## src/rtl/histo_pkg.sv

```systemverilog
// Shared constants and FSM state type for the ping-pong histogram controller.
package histo_pkg;

  localparam int unsigned BIN_W  = 20;
  localparam int unsigned ADDR_W = 8;

  localparam logic [BIN_W-1:0] BIN_MAX = {BIN_W{1'b1}};

  typedef enum logic [2:0] {
    StInitClr,
    StIdle,
    StAccum,
    StDrain,
    StScan,
    StPublish,
    StClear
  } state_e;

endpackage

```

## src/rtl/histo_rmw_pipe.sv

```systemverilog
// Two-stage read-modify-write bin incrementer. The two most recent writes are
// forwarded so any run of identical pixels, even every cycle, counts exactly.
module histo_rmw_pipe
  import histo_pkg::*;
(
  input  logic              clk,
  input  logic              rst_n,
  input  logic              valid,
  input  logic [ADDR_W:0]   addr,
  input  logic [BIN_W-1:0]  rd_data,
  output logic              pend,
  output logic              we,
  output logic [ADDR_W:0]   wr_addr,
  output logic [BIN_W-1:0]  wr_data
);

  logic             v1_q, v2_q, v3_q;
  logic [ADDR_W:0]  a1_q, a2_q, a3_q;
  logic [BIN_W-1:0] d2_q, d3_q;
  logic [BIN_W-1:0] cur, nxt;

  // Stage 2 is being written this cycle; stage 3 was written last cycle and
  // may have collided with the read that is returning now.
  always_comb begin
    if (v2_q && (a2_q == a1_q)) begin
      cur = d2_q;
    end else if (v3_q && (a3_q == a1_q)) begin
      cur = d3_q;
    end else begin
      cur = rd_data;
    end
    nxt = (cur == BIN_MAX) ? cur : cur + BIN_W'(1);
  end

  always_ff @(posedge clk) begin
    if (!rst_n) begin
      v1_q <= 1'b0;
      v2_q <= 1'b0;
      v3_q <= 1'b0;
    end else begin
      v1_q <= valid;
      v2_q <= v1_q;
      v3_q <= v2_q;
    end
  end

  always_ff @(posedge clk) begin
    a1_q <= addr;
    a2_q <= a1_q;
    d2_q <= nxt;
    a3_q <= a2_q;
    d3_q <= d2_q;
  end

  assign pend    = v1_q;
  assign we      = v2_q;
  assign wr_addr = a2_q;
  assign wr_data = d2_q;

endmodule

```

## src/rtl/histogram_bank_controller.sv

```systemverilog
// Ping-pong histogram sequencer: accumulate, scan for max/quartiles, publish, clear.
// Optional HISTO_DROP_COUNT_EN adds a saturating oDropCount output.
module histogram_bank_controller
  import histo_pkg::*;
(
  input  logic              iClk,
  input  logic              iRst_n,
  input  logic              iFrameStart,
  input  logic              iFrameEnd,
  input  logic              iPixValid,
  input  logic [ADDR_W-1:0] iPixel,
  output logic [ADDR_W:0]   oRdAddr,
  input  logic [BIN_W-1:0]  iRdData,
  output logic              oWrEn,
  output logic [ADDR_W:0]   oWrAddr,
  output logic [BIN_W-1:0]  oWrData,
  output logic              oDispBank,
  output logic [BIN_W-1:0]  oMaxValue,
  output logic [ADDR_W-1:0] oThreshPoint25,
  output logic [ADDR_W-1:0] oThreshPoint50,
  output logic [ADDR_W-1:0] oThreshPoint75,
  output logic              oStatsValid,
  output logic              oBusy,
`ifdef HISTO_DROP_COUNT_EN
  output logic              oDrop,
  output logic [15:0]       oDropCount
`else
  output logic              oDrop
`endif
);

  state_e                       state_q;
  logic [ADDR_W:0]              cnt_q;
  logic                         wbank_q;
  logic [BIN_W-1:0]             n_q;
  logic [BIN_W+1:0]             c_q, c_sum;
  logic [BIN_W-1:0]             max_q;
  logic [2:0][ADDR_W-1:0]       thr_q;
  logic [2:0]                   found_q;
  logic                         rd_v_q;
  logic [ADDR_W-1:0]            rd_bin_q;
  logic                         clr_we_q;
  logic [ADDR_W:0]              clr_addr_q;
  logic [BIN_W+3:0]             c4;
  logic [2:0][BIN_W+3:0]        nk;
  logic                         pix_acc, pend, p_we, drop_evt;
  logic [ADDR_W:0]              p_addr;
  logic [BIN_W-1:0]             p_data;

  assign pix_acc  = (state_q == StAccum) && iPixValid;
  assign drop_evt = iFrameStart && (state_q != StIdle);
  assign oRdAddr  = {wbank_q, (state_q == StAccum) ? iPixel : cnt_q[ADDR_W-1:0]};
  assign oWrEn    = p_we | clr_we_q;
  assign oWrAddr  = p_we ? p_addr : clr_addr_q;
  assign oWrData  = p_we ? p_data : '0;
  assign oBusy    = !((state_q == StIdle) || (state_q == StAccum));

  // Threshold k is reached at the first bin where 4*C >= k*N.
  always_comb begin
    c_sum = c_q + {2'b00, iRdData};
    c4    = {c_sum, 2'b00};
    nk[0] = {4'b0000, n_q};
    nk[1] = {3'b000, n_q, 1'b0};
    nk[2] = nk[0] + nk[1];
  end

  histo_rmw_pipe u_rmw (
    .clk     (iClk),
    .rst_n   (iRst_n),
    .valid   (pix_acc),
    .addr    (oRdAddr),
    .rd_data (iRdData),
    .pend    (pend),
    .we      (p_we),
    .wr_addr (p_addr),
    .wr_data (p_data)
  );

  always_ff @(posedge iClk) begin
    if (!iRst_n) begin
      state_q        <= StInitClr;
      cnt_q          <= '0;
      wbank_q        <= 1'b0;
      oDispBank      <= 1'b1;
      oMaxValue      <= '0;
      oThreshPoint25 <= '0;
      oThreshPoint50 <= '0;
      oThreshPoint75 <= '0;
      oStatsValid    <= 1'b0;
      oDrop          <= 1'b0;
      n_q            <= '0;
      c_q            <= '0;
      max_q          <= '0;
      thr_q          <= '0;
      found_q        <= '0;
      rd_v_q         <= 1'b0;
      rd_bin_q       <= '0;
      clr_we_q       <= 1'b0;
      clr_addr_q     <= '0;
    end else begin
      oStatsValid <= 1'b0;
      clr_we_q    <= 1'b0;
      rd_v_q      <= 1'b0;
      oDrop       <= drop_evt;
      unique case (state_q)
        StInitClr: begin
          clr_we_q   <= 1'b1;
          clr_addr_q <= cnt_q;
          cnt_q      <= cnt_q + (ADDR_W+1)'(1);
          if (&cnt_q) state_q <= StIdle;
        end
        StIdle: begin
          if (iFrameStart) begin
            state_q <= StAccum;
            n_q     <= '0;
          end
        end
        StAccum: begin
          if (iPixValid && (n_q != BIN_MAX)) n_q <= n_q + BIN_W'(1);
          if (iFrameEnd) state_q <= StDrain;
        end
        StDrain: begin
          // The stage-2 write lands at this edge, ahead of the first scan read.
          if (!pend) begin
            state_q <= StScan;
            cnt_q   <= '0;
            c_q     <= '0;
            max_q   <= '0;
            found_q <= '0;
          end
        end
        StScan: begin
          if (rd_v_q) begin
            c_q <= c_sum;
            if (iRdData > max_q) max_q <= iRdData;
            for (int k = 0; k < 3; k++) begin
              if (!found_q[k] && (c4 >= nk[k])) begin
                found_q[k] <= 1'b1;
                thr_q[k]   <= rd_bin_q;
              end
            end
          end
          if (cnt_q[ADDR_W]) begin
            state_q <= StPublish;
            cnt_q   <= '0;
          end else begin
            rd_v_q   <= 1'b1;
            rd_bin_q <= cnt_q[ADDR_W-1:0];
            cnt_q    <= cnt_q + (ADDR_W+1)'(1);
          end
        end
        StPublish: begin
          oMaxValue      <= max_q;
          oThreshPoint25 <= thr_q[0];
          oThreshPoint50 <= thr_q[1];
          oThreshPoint75 <= thr_q[2];
          oDispBank      <= wbank_q;
          wbank_q        <= ~wbank_q;
          oStatsValid    <= 1'b1;
          state_q        <= StClear;
        end
        StClear: begin
          clr_we_q   <= 1'b1;
          clr_addr_q <= {wbank_q, cnt_q[ADDR_W-1:0]};
          if (cnt_q[ADDR_W-1:0] == '1) begin
            state_q <= StIdle;
            cnt_q   <= '0;
          end else begin
            cnt_q <= cnt_q + (ADDR_W+1)'(1);
          end
        end
        default: state_q <= StInitClr;
      endcase
    end
  end

`ifdef HISTO_DROP_COUNT_EN
  always_ff @(posedge iClk) begin
    if (!iRst_n) begin
      oDropCount <= '0;
    end else if (drop_evt && (oDropCount != 16'hFFFF)) begin
      oDropCount <= oDropCount + 16'd1;
    end
  end
`endif

endmodule

```

## config.mk

```make
export PLATFORM = sky130hd
export DESIGN_NAME = histogram_bank_controller
export DESIGN_NICKNAME = d
export VERILOG_FILES = /design/src/rtl/histo_pkg.sv /design/src/rtl/histo_rmw_pipe.sv /design/src/rtl/histogram_bank_controller.sv
export SDC_FILE = /design/constraint.sdc
export NUM_CORES = 1
export LEC_CHECK = 0
export ABC_AREA = 1
export BUFFER_PORTS_ARGS = -buffer_cell sky130_fd_sc_hd__buf_2
export CORE_MARGIN = 2
export CORE_UTILIZATION = 40
export CTS_BUF_LIST = sky130_fd_sc_hd__clkbuf_16
export DETAILED_ROUTE_END_ITERATION = 7
export PLACE_DENSITY = 0.6
export SETUP_SLACK_MARGIN = 0.05
export SLEW_MARGIN = 20
export SYNTH_ARGS = -nofsm -noshare
export SYNTH_HDL_FRONTEND = slang
export SYNTH_SLANG_ARGS = --single-unit
```

## constraint.sdc

```tcl
create_clock -name iClk -period 3.5 [get_ports iClk]
set_clock_uncertainty 0.15 [all_clocks]
set_input_delay 0 -clock iClk [delete_from_list [all_inputs] [get_ports iClk]]
set_output_delay 0 -clock iClk [all_outputs]
set_load 0.02 [all_outputs]
```

==> results.toml <==
[floorplanning]
die_w_um = 193
num_rows = 69
die-height_um = 193
die_area_um2 = 37300
core_area_um2 = 35400
ios = 120
start_util = 0.404

[worst_setup_path]
crit_fanout = 4
crit_type = "reg -> reg"
crit_cells = 20
critical_path.most_common_cell = "a21oi_1"
crit_chain = "ha_4 > inv_2 > fa_2 > o21ai_2 > a21oi_2 > o21ai_2 > a21boi_2 > buf_4 > xor2_1 > ha_1 > a21oi_1 > o21ai_0 > a21oi_1 > nand2_1 > nand4_1 > o211ai_1 > nand2_2 > nand2_2 > a21oi_1 > nor2_1"
cp-end-kind = "flop"
start_kind = "flop"
cp_num_buf_inv = 2
critPathSlowestCell = "dfxtp_2"
reg2reg_depth = 20
required_ns = 3.79
cp.arrival_ns = 3.78
cpPeakStageDelay_ns = 0.35
cpLargestDelayFamily = "compound AO/OA/AOI/OAI gates"

[outcome]
status = "complete, no violations"

[placement]
dp_hpwl_um = 32900
gp_congestion = 0.897
port_buffers = 119

[logic_synthesis]
synth_compound_area_frac = 0.129
synth_top_cell_by_area = "dfxtp_1"
syn_area_per_cell_um2 = 6.83
synth_nets = 2252
synthSimpleGateAreaFrac = 0.314
synth_edf_count = 0
syn_area_um2 = 14300
synth-xor-area-share = 0.0294
syn_inst = 2095
async_flop_share = 0
yosys_warnings = 0
synth_top_family_by_area = "simple AND/OR/NAND/NOR gates"
ys_seq_elements = 238
synthFlopType = "dfxtp_1"
synth_most_common_cell = "nand2_1"
ys_top_cells_by_area = "dfxtp_1 33%, nand2_1 15%, ha_1 11%"
synth_cell_type_count = 48
synthMuxAreaShare = 0
synth_top_cells_by_count = "565 x nand2_1, 238 x dfxtp_1, 225 x inv_1, 216 x nor2_1, 178 x a21oi_1"
synthAdderAreaFrac = 0.110
yosysSeqAreaShare = 0.333
netlist.area_leader.share = 0.333

[global_routing]
grt_pass1_wl_um = 69700
grtUsageTotal = 0.234
antenna_found_initial = 0
grt_overflow = 0
grt_max_degree = 68
grt_pass1_vias = 13509

[timing]
fin_worst_hold_slack_ns = 0.0780
maxSlewViolCount = 0
rsz0062_at_grt = "yes"
max_freq_mhz = 287
period_minus_slack_ns = 3.49
fin_setup_tns_ns = 0
final-hold-violation-count = 0
fin_crit_sh = 0.997
worst_pin_slew_ns = 1.29
final-setup-viol-count = 0
slew_headroom = 0.134

[clock_tree]
cts_buffers = 28
cts_sinks = 238
cts_htree_levels = 1
cts_tree = "yes"
clk_path_buf_depth = 3
cts_root_buf = "clkbuf_16"
clkTransAtPathRegs_ns = 0.06
worstSkewPairLatency_ns = 0.56

[power_and_ir_drop]
pwr_density_cell_nw_per_um2 = 501
p_leak_nw = 8.72
peakVddDrop_mv = 0.529
power_mw = 9.27

[min_path]
hold_depth = 4
worstHoldPathType = "in -> reg"

[finish]
drive_gt1_frac = 0.221
syn2layout_area_growth_pct = 29.4
antennaDiodeCount = 0
nNetsFinal = 2517
nFillCells = 3406

[drt]
routed_wl_um = 44900
drt-initial-drc-count = 1051
wire_per_inst_um = 15.8
firstDrtPassIters = 5
vias = 14416
ant_nets = 0
routed_via_density = 5.07
drc_errors = 0

[run]
maxCapViolCount = 0
==> layout by cell type, fill, tap and decap left out, types with 6 or more instances in the layout <==
cell type | netlist | routed
nor3_2 | 1 | 7
buf_4 | 2 | 129
dfxtp_2 | 0 | 13
a21oi_2 | 0 | 13
o21ai_0 | 123 | 101
nor3_1 | 29 | 23
buf_2 | 6 | 119
nand4_1 | 27 | 27
clkbuf_16 | 0 | 31
o21ai_1 | 6 | 18
ha_4 | 0 | 27
inv_1 | 225 | 224
nand3_2 | 8 | 24
xnor2_1 | 24 | 17
dlygate4sd3_1 | 0 | 36
nand2_2 | 19 | 36
o21ai_2 | 1 | 11
buf_6 | 8 | 9
nand3_1 | 120 | 104
xor2_1 | 24 | 22
nand2_4 | 7 | 10
nor2_2 | 7 | 14
xnor2_2 | 0 | 6
nor2_1 | 216 | 204
clkinv_1 | 2 | 7
or2_2 | 12 | 11
a211oi_1 | 11 | 10
nor2_4 | 5 | 10
dfxtp_1 | 238 | 222
ha_1 | 122 | 95
nand3b_1 | 6 | 6
inv_2 | 9 | 16
nand2_1 | 565 | 547
a21oi_1 | 178 | 162
==> timing repair <==
| action | in CTS | in global routing |
|---|---|---|
| hold buffers | 36 | 0 |
| hold endpoints to repair | 113 | 0 |
| gates resized for setup | 66 | 123 |
| buffers inserted | 8 | 19 |
| cloned | 2 | 2 |
| pin swaps | 32 | 67 |
| setup endpoints to repair | 27 | 27 |
==> cell families after synthesis <==
logic type / Yosys count
AOI/OAI and AO/OA: 349
xor gates and xnor gates: 48
adders and majority gates: 124
and+or+nand+nor: 1034
DFF: 238
buffers and inverters: 302
==> flip-flops by register name (all words and copies together) (netlist names), 3 cells and up <==
name,flops
u_rmw.wr_addr,9
found_q,3
max_q,20
oThreshPoint25,8
oThreshPoint50,8
n_q,20
u_rmw.a3_q,9
clr_addr_q,9
c_q,22
u_rmw.wr_data,20
oThreshPoint75,8
state_q,3
thr_q,24
u_rmw.d3_q,20
cnt_q,9
u_rmw.a1_q,9
rd_bin_q,8
oMaxValue,20
==> final timing paths <==
kind / end / from / slack, ns
worst max-delay path: thr_q[21]$_SDFFE_PN0P_ / n_q[0]$_SDFFE_PN0P_ / 0.01
worst min-delay path: u_rmw.a1_q[6]$_DFF_P_ / iPixel[6] / 0.08
worst max register to register: thr_q[21]$_SDFFE_PN0P_ / n_q[0]$_SDFFE_PN0P_ / 0.01
worst min register to register: u_rmw.d3_q[19]$_DFF_P_ / u_rmw.wr_data[19]$_DFF_P_ / 0.22
==> area by class of cell <==
type	count	area (um2)	area share
clock buffer	29	726	0.0392
clock inverter	22	184	0.00994
inverter	237	892	0.0482
multi-input combinational	1557	9190	0.497
sequential	238	4790	0.259
tap	461	577	0.0312
timing repair buffer	298	2140	0.115
==> per-stage QoR <==
stage | util | instance area (um2) | cells | setup WS [ns]
3_5_place_dp | 0.453 | 16000 | 2724 | -0.219
5_1_grt | 0.523 | 18500 | 2842 | -0.229
4_1_cts | 0.499 | 17700 | 2821 | -0.0422
6_report | 0.523 | 18500 | 2842 | 0.0112
2_1_floorplan | - | 14300 | 2095 | 0.0958
3_3_place_gp | 0.453 | 16000 | 2724 | -0.141
==> layer usage <==
metal,vias to the layer above,share of wire,wire length (um),global-route usage
met2,341,0.47,21000,0.394
li1,7333,-,-,-
met3,70,0.049,2190,0.0262
met1,6672,0.46,20600,0.314
met5,-,0,0,0
met4,0,0.025,1140,0.0708
==> tightest hold or removal path, stage by stage <==
cell,delay [ns]
dlygate4sd3_1,0.52
buf_2,0.09
nand2_1,0.04
o21ai_0,0.08
==> report_power, final <==
part	switching [mW]	internal, mW	total, mW
clock	1.18	1.71	2.90
sequential	0.299	3.15	3.45
combinational	1.90	1.02	2.92
(Power assumes the default switching activity.)
